**config.mk**
```make
export PLATFORM = sky130hd
export DESIGN_NAME = johnson_decoder
export DESIGN_NICKNAME = d
export VERILOG_FILES = /design/src/rtl/johnson_decoder.sv
export SDC_FILE = /design/constraint.sdc
export NUM_CORES = 1
export LEC_CHECK = 0
export BUFFER_PORTS_ARGS = -buffer_cell sky130_fd_sc_hd__buf_4
export CAP_MARGIN = 20
export CORE_MARGIN = 4
export CORE_UTILIZATION = 47
export DETAILED_ROUTE_END_ITERATION = 7
export GPL_TIMING_DRIVEN = 0
export PLACE_DENSITY = 0.67
export SETUP_SLACK_MARGIN = 0.15
export SLEW_MARGIN = 20
export SYNTH_ARGS = -nofsm -noshare
export SYNTH_HDL_FRONTEND = slang
export SYNTH_SLANG_ARGS = --single-unit
export TNS_END_PERCENT = 30
```
**constraint.sdc**
```tcl
create_clock -name clk -period 4.1 [get_ports clk]
set_input_delay 0.41 -clock clk [delete_from_list [all_inputs] [get_ports clk]]
set_output_delay 0.41 -clock clk [all_outputs]
set_load 0.02 [all_outputs]
```
**src/rtl/johnson_decoder.sv**
```systemverilog
// johnson_decoder: decodes a 4-bit Johnson code to a ring position, tracking direction, net steps and errors
module johnson_decoder #(
   parameter int CNT_W = 8
) (
   input  logic             clk,
   input  logic             rst_n,
   input  logic             in_valid,
   input  logic [3:0]       code,
   input  logic             err_clr,
   output logic [2:0]       pos,
   output logic             pos_valid,
   output logic             step,
   output logic             dir,
   output logic             err,
   output logic             err_sticky,
   output logic [CNT_W-1:0] steps
);
   typedef enum logic {UNLOCKED, LOCKED} state_t;
   state_t state;
   logic legal, fwd, rev, err_n;
   logic [2:0] idx;
   always_comb begin
      legal = 1'b1;
      idx = 3'd0;
      case (code)
         4'b0000: idx = 3'd0;
         4'b0001: idx = 3'd1;
         4'b0011: idx = 3'd2;
         4'b0111: idx = 3'd3;
         4'b1111: idx = 3'd4;
         4'b1110: idx = 3'd5;
         4'b1100: idx = 3'd6;
         4'b1000: idx = 3'd7;
         default: legal = 1'b0;
      endcase
   end
   assign fwd = idx == 3'(pos + 3'd1);
   assign rev = idx == 3'(pos - 3'd1);
   // a legal move other than hold or +/-1 while locked is a skip
   assign err_n = in_valid && (!legal || (state == LOCKED && idx != pos && !fwd && !rev));
   always_ff @(posedge clk or negedge rst_n) begin
      if (!rst_n) begin
         state      <= UNLOCKED;
         pos        <= 3'd0;
         pos_valid  <= 1'b0;
         step       <= 1'b0;
         dir        <= 1'b0;
         err        <= 1'b0;
         err_sticky <= 1'b0;
         steps      <= '0;
      end else begin
         step       <= 1'b0;
         err        <= err_n;
         err_sticky <= err_n || (err_sticky && !err_clr);
         if (in_valid) begin
            if (!legal) begin
               state     <= UNLOCKED;
               pos_valid <= 1'b0;
            end else if (state == UNLOCKED) begin
               state     <= LOCKED;
               pos       <= idx;
               pos_valid <= 1'b1;
            end else if (idx != pos) begin
               pos <= idx;
               if (fwd) begin
                  step  <= 1'b1;
                  dir   <= 1'b0;
                  steps <= steps + 1'b1;
               end else if (rev) begin
                  step  <= 1'b1;
                  dir   <= 1'b1;
                  steps <= steps - 1'b1;
               end
            end
         end
      end
   end
endmodule

```
# [Word-level counts from Yosys, hierarchy flattened]
# Cells that the tools add are included.
[classes] n_reduce_logical=17 mux=17 add_sub_neg=4 n_eq_ne=12
[op_table] operator="$pmux 3 s7" n=1
[op_table] operator="$eq 4x4->1 const B" n=4
[op_table] operator="$mux 8" n=2
[op_table] operator="$mux 1" n=12
[op_table] operator="$add 8x1->8 const B" n=1
[op_table] operator="$reduce_or 8->1" n=1
[op_table] operator="$sub 8x1->8 const B" n=1
[op_table] operator="$eq 3x3->1" n=2
[op_table] operator="$mux 3" n=2
[op_table] operator="$logic_and 1x1->1" n=5
[op_table] operator="$reduce_and 5->1" n=1
[op_table] operator="$eq 4x1->1 const B" n=1
[op_table] operator="$eq 4x2->1 const B" n=1
[op_table] operator="$eq 4x3->1 const B" n=1
[op_table] operator="$logic_not 1->1" n=4
[op_table] operator="$logic_not 4->1" n=1
[op_table] operator="$add 3x1->3 const B" n=1
[op_table] operator="$ne 3x3->1" n=1
[op_table] operator="$reduce_and 3->1" n=1
[op_table] operator="$sub 3x1->3 const B" n=1
[op_table] operator="$logic_or 1x1->1" n=2
[op_table] operator="$ne 2x1->1 const B" n=1
[op_table] operator="$ne 2x2->1 const B" n=1
[op_table] operator="$reduce_and 2->1" n=1
[op_table] operator="$reduce_bool 2->1" n=1
[totals] input_bits=8 word_cells=58 out_inout_bits=16 ff_bits=17

# [Depth between registers and ports, before layout]
# Gate-level depths: netlist (run 1).
[depth] ltp_word=9 mapped_depth=13 mapped_depth_nobuf=12

# [Worst setup path after synthesis (run 1)]
# No wires, ideal clock.
[synth_path] kind="register to register" from="register pos[0]" to="register steps[7]" stages_incl_launch_ff=13 setup_slack_ps=932 path_buffers=0 required_time_ps=3953 setup_time_ps=147 arrival_time_ps=3021 synth_period_minus_slack_ps=3168 path_cell_list="dfrtp_1 > inv_1 > ha_1 > xnor2_2 > nand3_1 > ha_1 > a21o_1 > a21oi_1 > nor2b_1 > o21ai_0 > xor2_1 > a2111oi_0 > xor2_1"
[synth_between] elab_chain_cells=4 word_cells_on_any_way=8 cone_classes="2 x add/sub; 3 x eq/ne; 1 x mux; 2 x reduce/logical"
[synth_lines] element="start: declaration" line="10" text="output logic [2:0] pos,"
[synth_lines] element="start signal: assignment" line="61" text="pos <= idx;"
[synth_lines] element="start signal: assignment" line="64" text="pos <= idx;"
[synth_lines] element="$add 3x1->3 / $sub 3x1->3 (equally long branches)" line="37, 38"
[synth_lines] element="$eq 3x3->1 (on tied branches)" line="37, 38"
[synth_lines] element="$reduce_bool 2->1 (no source line)"
[synth_lines] element="$reduce_and 5->1 (no source line)"
[synth_lines] element="end signal: assignment" line="68" text="steps <= steps + 1'b1;"
[synth_lines] element="end signal: assignment" line="72" text="steps <= steps - 1'b1;"
[synth_lines] element="end: declaration" line="16" text="output logic [CNT_W-1:0] steps"
# Parallel ways exist; a longest one is shown, timed or not.
# A chain may end at the register's enable or synchronous reset.

# [Worst setup path in the final report (run 1)]
# Ends and elaborated chain as after synthesis.

==> results of run 1 <==
[through the flow]
step                      hold WS [ns]  power (mW)  instances
after CTS                       0.2856      0.9896        177
after global routing            0.2795       1.076        177
after floorplan                 0.1144      0.7225        120
final                           0.2895      0.9806        177
after detailed placement        0.2874      0.8888        172
after global placement          0.2833      0.8688        172
[final cells by class]
| cell class | count | area (um^2) |
|---|---|---|
| plain buffers | 3 | 15.01 |
| inverters | 7 | 26.28 |
| fillers | 219 | 1025 |
| clock buffers | 4 | 26.28 |
| repair buffers | 23 | 175.2 |
| flip-flops and latches | 17 | 425.4 |
| multi-input cells | 93 | 769.5 |
| well taps | 30 | 37.54 |
[sequential cells by signal, summed over array words and instances (netlist names)]
signal      count
steps           8
pos             3
dir             1
err             1
err_sticky      1
pos_valid       1
state           1
step            1
[where the power goes]
group	switching [mW]	total, mW	internal (mW)
logic	0.316	0.616	0.300
registers	0.0531	0.276	0.223
clock network	0.0513	0.0891	0.0378
[how the worst min path moves through the flow]
stage | slack [ns] | cells past startpoint | from | end
5_1_grt | 0.28 | 2 | err_clr | err_sticky$_DFF_PN0_
3_5_place_dp | 0.29 | 1 | rst_n | err_sticky$_DFF_PN0_
3_3_place_gp | 0.28 | 1 | rst_n | steps[0]$_DFFE_PN0P_
2_1_floorplan | 0.11 | 0 | rst_n | dir$_DFFE_PN0P_
6_report | 0.29 | 2 | err_clr | err_sticky$_DFF_PN0_
4_1_cts | 0.29 | 2 | err_clr | err_sticky$_DFF_PN0_
[layout by cell type, fill, tap and decap left out, types with 3 or more instances in the layout]
cell type   n
clkbuf_4    3
xor2_1      6
nor2_1      8
dfrtp_1    17
xnor2_1     6
buf_2       3
inv_1       7
mux2_2      6
a21oi_1     8
nand3_1     3
buf_4      22
o21ai_0     6
ha_1        8
nand2_1     4
a21o_1      4
[routing by layer]
layer / share of wire [%] / wire (um) / track usage, %
met1: 47 / 1159 / 19.62
met3: 5.9 / 147 / 4.357
met4: 0.49 / 12 / 2.913
met5: 0 / 0 / 0
met2: 47 / 1154 / 26.99
[cell families after synthesis]
family                     share of synthesized area, %
xor gates and xnor gates                          11.74
DFF                                               34.41
buffers and inverters                             3.340
adders and majority gates                         9.717
muxes                                             8.097
and+or+nand+nor                                   10.42
AOI/OAI and AO/OA                                 22.27
[what timing repair did]
action / 4_1_cts / 5_1_grt
endpoints found under the hold margin: 17 / 0
hold buffers: 1 / 0
setup buffers: 0 / 0
==> results by group, run 1 <==
Die
  • Total core area: approximately 0.0025 mm^2
  • Die X-Extent: just under 60 um
  • Initial core utilization: between 40% and 50%
  • Ports: 24
  • Cell Rows: 18
  • Height of the die: between 50 and 60 um
  • DIE AREA: approximately 0.0035 mm^2

Global routing
  • Initial antenna violation count: 0
  • GRT overflow: 0
  • Largest net degree at the start of global routing: 18
  • Tot GR Track Use: between 10% and 20%
  • Number of global-route vias before repair: between 900 and 1000
  • Global-route wire length before repair: around 4.3 mm

Place
  • Number of port buffers: 22
  • RD Place Congestion: 0.8067
  • Post-placement cell area: around 0.0014 mm^2
  • Post-DP HPWL: 1.853 mm
  • Pre-CTS setup slack: between 0.5 and 0.6 ns

Routing
  • Vias: 988
  • ANT nets after route: 0
  • Wire per inst: 13.98 um
  • Initial DRC count: 30
  • Post-Route WL: 2.474 mm
  • Post-route DRC violation count: 0
  • DR pass1 iterations: 4
  • Via density: ~5.6

Synthesis
  • Synth Warn #: 0
  • Post-synth top area share: between 30 and 40%
  • Synthesized area: 0.001236 mm^2
  • Sequential area share after synthesis: approximately a third
  • Number of synthesized flops with an enable pin: 0
  • Synth Instances: 120
  • Ranking of synthesized cells by area: dfrtp_1 (34%), ha_1 (8.1%), mux2_2 (5.5%), xnor2_1 (4.3%), xor2_1 (4.3%)
  • Synth Net Count: around 140
  • Number of library cell types mapped by synthesis: 40
  • #FFs+latches synth: 17
  • Cell with the most instances after synthesis: dfrtp_1
  • Asr flop ratio synth: 100.0%
  • Post-synth top cells: dfrtp_1 (17), a21oi_1 (8), ha_1 (8), nor2_1 (8), inv_1 (7)
  • Largest area contributor in the netlist: dfrtp_1
  • Avg Synthesized Cell Area: 10.30 um^2
  • Dominant synthesized flop cell: dfrtp_1

Worst setup path
  • Cells along the critical path: inv_1, ha_1, xnor2_2, nand3_1, ha_1, a21o_1, a21oi_1, nor2b_1, o21ai_0, xor2_1, a2111oi_0, xor2_1
  • Setup slack, reg-to-reg: roughly 0.65 ns
  • Maximum cell stage delay along the critical path: 0.51 ns
  • Crit path depth: 12
  • R2R Path End: steps[7]$_DFFE_PN0P_
  • CP Buf/Inv Count: 1
  • CP endpoint: steps[7]$_DFFE_PN0P_
  • Crit path DAT: 3.66 ns
  • Worst path top cell family by delay: compound AO/OA/AOI/OAI gates
  • Worst endpoint required time: 4.31 ns
  • Crit path from: pos[0]$_DFFE_PN0P_
  • Crit Path Category: reg -> reg
  • Worst Setup Start Kind: flip-flop
  • FF-to-FF Start: pos[0]$_DFFE_PN0P_
  • Setup crit end kind: flip-flop
  • Critical path peak fanout: 9
  • Critical path's slowest cell: dfrtp_1
  • R2R depth: 12

Power and ir drop
  • Static Leak: 0.6618 nW
  • Pwr Density: between 600 and 700 mW/mm^2
  • Peak supply drop: 446.9 uV

STA
  • Final worst setup slack: between 0.6 and 0.7 ns
  • Endpoints failing setup: 0
  • Min Tclk post-route: 3.451 ns
  • Final Hold Fails: 0
  • Fin crit share: 84.16%
  • Worst Clk Skew: between 0.002 and 0.0025 ns
  • Slew HR: a little under two thirds
  • Slew @ Worst Pin: roughly 0.55 ns
  • Fmax: just under 0.3 GHz
  • Max-slew violations: 0
  • Final setup TNS: 0 ns
  • RSZ-0062 raised after global routing: no

CTS
  • Root buf cell: clkbuf_4
  • Clock tree buffer depth: 2
  • Clock-pin transition on the worst setup and hold timing paths: roughly 0.1 ns
  • Worst-Skew Late Latency: just under 0.3 ns
  • CTS Sinks: 17
  • CTS tree: yes
  • Inserted Clock Buffers: 3
  • H-Tree Depth: 1
  • Post-cts resize count: 0

Layout
  • Fraction of layout cells with a size suffix above 1: between 20% and 30%
  • Finished Cell Area: around 0.0015 mm^2
  • Finished Core Util: approximately three fifths
  • N_diodes: 0
  • Area growth from synthesis to layout: 19.33%
  • Layout net count: 165

Outcome
  • Outcome: completed

Job
  • Max cap viols: 0

Min path
  • Hold Path Class: in -> reg
(Power assumes the default switching activity.)
==> inputs of run 2 (changes only) <==
--- a/config.mk
+++ b/config.mk
@@ -5,6 +5,7 @@
 export SDC_FILE = /design/constraint.sdc
 export NUM_CORES = 1
 export LEC_CHECK = 0
+export ABC_AREA = 1
 export BUFFER_PORTS_ARGS = -buffer_cell sky130_fd_sc_hd__buf_4
 export CAP_MARGIN = 20
 export CORE_MARGIN = 4
==> constraint.sdc (replaced) <==
create_clock -name clk -period 3.4 [get_ports clk]
set_input_delay 0.34 -clock clk [delete_from_list [all_inputs] [get_ports clk]]
set_output_delay 0.34 -clock clk [all_outputs]
set_load 0.02 [all_outputs]
==> results by group, run 2 <==
Worst setup path
  • Worst endpoint required time: between 3 and 4 ns
  • Setup slack, reg-to-reg: roughly 0.7 ns
  • Critical path peak fanout: 10
  • Worst Setup Start Kind: flip-flop
  • Crit Path Category: reg -> reg
  • Crit path DAT: about 2.9 ns
  • R2R Path End: steps[7]$_DFFE_PN0P_
  • FF-to-FF Start: pos[0]$_DFFE_PN0P_
  • R2R depth: 15
  • Setup crit end kind: flip-flop

Die
  • Cell Rows: 18
  • Total core area: about 0.0025 mm^2
  • DIE AREA: between 0.003 and 0.004 mm^2
  • Die X-Extent: slightly below 60 um
  • Ports: 24
  • Initial core utilization: ~49%
  • Height of the die: roughly 59 um

Global routing
  • Number of global-route vias before repair: about 1000
  • Largest net degree at the start of global routing: 18
  • Tot GR Track Use: between 10% and 20%
  • Initial antenna violation count: 0
  • Global-route wire length before repair: 4.126 mm
  • GRT overflow: 0

Synthesis
  • Synthesized area: roughly 0.0012 mm^2
  • Avg Synthesized Cell Area: slightly below 8 um^2
  • Synth Instances: about 160
  • Number of library cell types mapped by synthesis: 25
  • #FFs+latches synth: 17
  • Cell with the most instances after synthesis: nand2_1
  • Synth Net Count: 175
  • Post-synth top area share: a little over a third
  • Post-synth top cells: nand2_1 (57), inv_1 (19), dfrtp_1 (17)
  • Number of synthesized flops with an enable pin: 0
  • Dominant synthesized flop cell: dfrtp_1
  • Ranking of synthesized cells by area: dfrtp_1 (35%), nand2_1 (18%), ha_1 (8.2%), inv_1 (5.9%), xor2_1 (4.3%)
  • Sequential area share after synthesis: a little over a third
  • Asr flop ratio synth: 100.0%
  • Synth Warn #: 0
  • Largest area contributor in the netlist: dfrtp_1

Place
  • Pre-CTS setup slack: ~0.71 ns
  • Post-placement cell area: about 0.0014 mm^2
  • Post-DP HPWL: 1.930 mm
  • RD Place Congestion: slightly above 0.8
  • Inst Count DP: ~210
  • Number of port buffers: 23

STA
  • Hold_ws: around 0.24 ns
  • Worst Clk Skew: between 0.01 and 0.015 ns
  • Slew HR: between 70% and 80%
  • Endpoints failing setup: 0
  • Max-slew violations: 0
  • Fmax: ~0.37 GHz
  • Fin crit share: roughly four fifths
  • Final Hold Fails: 0
  • Min Tclk post-route: between 2 and 3 ns
  • Final setup TNS: 0 ns
  • Slew @ Worst Pin: about 0.43 ns
  • Final worst setup slack: approximately 0.71 ns
  • RSZ-0062 raised after global routing: no

Layout
  • Largest regs: steps x8, pos x3
  • Most frequent cells in the layout: nand2_1 (57), buf_4 (23), inv_1 (19)
  • Area taken by multi-input logic gates: 704.4 um^2
  • Non-filler cells in the finished layout: between 200 and 250
  • Commonest non-fill, non-tap cell in the layout: nand2_1
  • Largest reg by FF count: steps
  • N_diodes: 0
  • Fraction of layout cells with a size suffix above 1: 22.04%
  • Area growth from synthesis to layout: 20.37%
  • Finished Cell Area: approximately 0.0015 mm^2
  • Layout fillers: 228
  • Layout net count: around 200
  • Max reg flops: 8
  • Finished Core Util: between 50% and 60%
  • Register area: between 400 and 500 um^2

CTS
  • Clock tree buffer depth: 2
  • Root buf cell: clkbuf_4
  • Inserted Clock Buffers: 3
  • CTS Sinks: 17
  • Worst-Skew Late Latency: 0.30 ns
  • Post-cts resize count: 0
  • H-Tree Depth: 1
  • CTS tree: yes
  • Clock-pin transition on the worst setup and hold timing paths: between 0.1 and 0.15 ns

Power and ir drop
  • Total design power: ~1.1 mW
  • Pwr Density: slightly below 800 mW/mm^2
  • Static Leak: roughly 0.84 nW
  • Peak supply drop: a little under 400 uV

Routing
  • Post-route DRC violation count: 0
  • Via density: 5.000
  • Vias: approximately 1100
  • DR pass1 iterations: 4
  • Post-Route WL: 2.413 mm
  • ANT nets after route: 0
  • Initial DRC count: 31
  • Wire per inst: ~11 um

Min path
  • Min-delay src: in_valid
  • WHS Endpoint: state$_DFFE_PN0P_
  • Hold Path Class: in -> reg
  • WHS Path Cells: 2

Outcome
  • Outcome: completed

Job
  • Max cap viols: 0
## run 2: critical path, cell delays in order (launching register included)
cell and delay [ns]:
dfrtp_1 0.40, inv_1 0.10, ha_1 0.30, nand3b_1 0.17
nand2_2 0.10, nand3_2 0.23, ha_1 0.43, a21o_1 0.22
nand2_1 0.06, nand3_1 0.11, a21oi_1 0.22, inv_1 0.06
nand2_1 0.06, nand2_1 0.05, nand2_1 0.05, nand2_1 0.04
## run 2: timing repair
action	in CTS	in global routing
endpoints found under the hold margin	17	0
setup buffers	0	0
hold buffers	1	0
## run 2: cell families after synthesis
kind of cell / Yosys count / synth area share [%]
compound gates: 16 / 8.128
xor+xnor: 10 / 7.201
simple gates: 83 / 32.72
flops: 17 / 34.98
buf+inv: 23 / 7.099
fa+ha+maj: 9 / 9.877
## run 2: layout make-up
type	instances	area share, %
Sequential cell	17	29.06
Clock inverter	1	0.3419
Timing Repair Buffer	24	12.48
Clock buffer	3	1.538
Tap cell	30	2.564
Multi-Input combinational cell	118	48.12
Inverter	23	5.897
## run 2: routing by layer
| metal | wire (um) | up-vias | track usage [%] |
|---|---|---|---|
| li1 | - | 557 | - |
| met1 | 1060 | 498 | 18.33 |
| met2 | 1221 | 21 | 28.23 |
| met3 | 109 | 4 | 1.535 |
| met4 | 21 | 0 | 4.207 |
| met5 | 0 | - | 0 |
## run 2: power breakdown
part	total [mW]	internal [mW]	switching [mW]
logic	0.705	0.300	0.405
clock network	0.111	0.0438	0.0670
registers	0.322	0.262	0.0601
total	1.14	0.605	0.532
## run 2: worst max path at each step
stage | start | to | slack [ns] | cells past startpoint
global route | pos[0]$_DFFE_PN0P_ | steps[7]$_DFFE_PN0P_ | 0.50 | 15
global placement | pos[0]$_DFFE_PN0P_ | steps[7]$_DFFE_PN0P_ | 0.76 | 15
floorplan | pos[0]$_DFFE_PN0P_ | steps[7]$_DFFE_PN0P_ | 0.87 | 15
detailed placement | pos[0]$_DFFE_PN0P_ | steps[7]$_DFFE_PN0P_ | 0.71 | 15
finish | pos[0]$_DFFE_PN0P_ | steps[7]$_DFFE_PN0P_ | 0.71 | 15
CTS | pos[0]$_DFFE_PN0P_ | steps[7]$_DFFE_PN0P_ | 0.70 | 15
==> inputs of run 3 (changes only) <==
--- a/config.mk
+++ b/config.mk
@@ -12,7 +12,7 @@
 export CORE_UTILIZATION = 47
 export DETAILED_ROUTE_END_ITERATION = 7
 export GPL_TIMING_DRIVEN = 0
-export PLACE_DENSITY = 0.67
+export PLACE_DENSITY = 0.69
 export SETUP_SLACK_MARGIN = 0.15
 export SLEW_MARGIN = 20
 export SYNTH_ARGS = -nofsm -noshare
==> constraint.sdc (replaced) <==
create_clock -name clk -period 2.4 [get_ports clk]
set_input_delay 0.24 -clock clk [delete_from_list [all_inputs] [get_ports clk]]
set_output_delay 0.24 -clock clk [all_outputs]
set_load 0.02 [all_outputs]
==> results by group, run 3 (synthesized netlist as in run 2, its figures left out) <==
CTS
  • H-Tree Depth: 1
  • Inserted Clock Buffers: 3
  • Worst-Skew Late Latency: ~0.29 ns
  • Root buf cell: clkbuf_4
  • CTS Sinks: 17
  • CTS tree: yes
  • Clock tree buffer depth: 2
  • Clock-pin transition on the worst setup and hold timing paths: between 0.1 and 0.15 ns

Routing
  • Wire per inst: 12.62 um
  • Post-route DRC violation count: 0
  • Vias: between 1000 and 1500
  • ANT nets after route: 0
  • Initial DRC count: 31
  • Via density: 4.930
  • DR pass1 iterations: 4
  • Post-Route WL: 2.903 mm

STA
  • Fmax: 0.4236 GHz
  • Slew HR: ~71%
  • Max-slew violations: 0
  • Min Tclk post-route: 2.361 ns
  • Fin crit share: between 90 and 100%
  • Final Hold Fails: 0
  • Slew @ Worst Pin: 0.4301 ns
  • Worst Clk Skew: roughly 0.0054 ns
  • Endpoints failing setup: 0
  • Hold_ws: ~0.16 ns
  • RSZ-0062 raised after global routing: yes

Layout
  • Largest regs: steps x8, pos x3
  • Fraction of layout cells with a size suffix above 1: 36.50%
  • Max reg flops: 8
  • N_diodes: 0
  • Finished Cell Area: ~0.0017 mm^2
  • Most frequent cells in the layout: nand2_1 (56), buf_4 (35), inv_1 (16)
  • Layout fillers: around 210
  • Layout net count: 218
  • Commonest non-fill, non-tap cell in the layout: nand2_1
  • Area growth from synthesis to layout: 40.02%
  • Largest reg by FF count: steps

Worst setup path
  • Maximum cell stage delay along the critical path: between 0.4 and 0.5 ns
  • Critical path peak fanout: 5
  • Worst Setup Start Kind: flip-flop
  • CP Buf/Inv Count: 1
  • Crit path DAT: approximately 2.5 ns
  • Setup crit end kind: flip-flop
  • Most common cell type on the critical path: nand2_1
  • Crit Path Category: reg -> reg
  • Worst endpoint required time: about 2.6 ns
  • Crit path from: pos[0]$_DFFE_PN0P_
  • FF-to-FF Start: pos[0]$_DFFE_PN0P_
  • Worst path top cell family by delay: simple AND/OR/NAND/NOR gates
  • Cells along the critical path: inv_2, ha_4, nand3b_1, nand2_2, nand3_4, fa_2, nand3_2, nand2_2, a21o_1, nand2_1, nand2_1, xor2_1, nand2_1, nand2_1
  • Critical path's slowest cell: dfrtp_2

Min path
  • Hold Path Class: in -> reg
  • Min-delay src: in_valid

Power and ir drop
  • Total design power: slightly below 2 mW
  • Static Leak: 0.9096 nW
  • Peak supply drop: 657.8 uV
  • Pwr Density: 1138 mW/mm^2

Global routing
  • Number of global-route vias before repair: 1153
  • Global-route wire length before repair: 4.919 mm
  • GRT overflow: 0
  • Initial antenna violation count: 0
  • Largest net degree at the start of global routing: 18
  • Tot GR Track Use: between 15 and 20%

Die
  • Die X-Extent: 58.87 um
  • Height of the die: roughly 59 um
  • Initial core utilization: roughly half
  • Ports: 24
  • DIE AREA: approximately 0.0035 mm^2
  • Total core area: approximately 0.0025 mm^2
  • Cell Rows: 18

Job
  • Max cap viols: 0

Place
  • Post-DP HPWL: between 2 and 2.5 mm
  • Number of port buffers: 23
  • Post-placement cell area: about 0.0015 mm^2
  • RD Place Congestion: slightly above 0.8

Outcome
  • Outcome: completed
==> run 3: final timing paths <==
check                           depth (start not counted)                   end  slack [ns]
worst max-delay path                                   14  steps[6]$_DFFE_PN0P_        0.04
worst min-delay path                                    2     state$_DFFE_PN0P_        0.16
worst max register to register                         14  steps[6]$_DFFE_PN0P_        0.04
worst min register to register                          2       dir$_DFFE_PN0P_        0.50
max in group asynchronous                               2    pos[0]$_DFFE_PN0P_        1.85
min in group asynchronous                               2  steps[1]$_DFFE_PN0P_        0.35
==> run 3: repair_timing <==
action / in CTS / in global routing
gates resized for setup: 4 / 5
setup buffers: 10 / 3
hold buffers: 1 / 0
hold endpoints to repair: 17 / 0
endpoints found under the setup margin: 3 / 5
gates cloned: 1 / 0
pin swaps: 8 / 6
==> run 3: power breakdown <==
group          switching (mW)  total [mW]  internal (mW)  leakage, nW
clock                  0.0939       0.156         0.0618       0.0177
sequential              0.111       0.483          0.372        0.216
combinational           0.670        1.30          0.630        0.676
total                   0.874        1.94           1.06        0.910
==> run 3: layout make-up <==
type                    count  area [um^2]  area share (%)
clock inverters             1        5.005          0.2939
well taps                  30        37.54           2.204
flip-flops and latches     17        427.9           25.13
multi-input cells         119        839.6           49.30
repair buffers             37        284.0           16.68
inverters                  23        86.33           5.070
clock buffers               3        22.52           1.323
==> run 3: worst reg2reg max path: stages, from the launching register on <==
cell and delay (ns):
dfrtp_2 0.45, inv_2 0.10, ha_4 0.20, nand3b_1 0.16
nand2_2 0.14, nand3_4 0.15, fa_2 0.39, nand3_2 0.09
nand2_2 0.05, a21o_1 0.15, nand2_1 0.05, nand2_1 0.06
xor2_1 0.14, nand2_1 0.06, nand2_1 0.05
==> run 3: metrics by stage <==
stage / setup slack (ns) / TNS, ns / util (%) / std cells
after global routing: -0.1076 / -0.2003 / 68.74 / 230
after detailed placement: -0.04707 / -0.07514 / 60.51 / 211
after floorplan: 0.1158 / 0 / - / 158
after global placement: -0.001475 / -0.001475 / 60.51 / 211
final: 0.03942 / 0 / 68.74 / 230
after CTS: 0.05424 / 0 / 65.96 / 227
==> run 3: routing by layer <==
metal	up-vias	GRT usage (%)	routed length, um
li1	589	-	-
met1	523	20.30	1184
met2	20	35.33	1584
met3	2	3.509	117
met4	0	4.531	16
met5	-	0	0
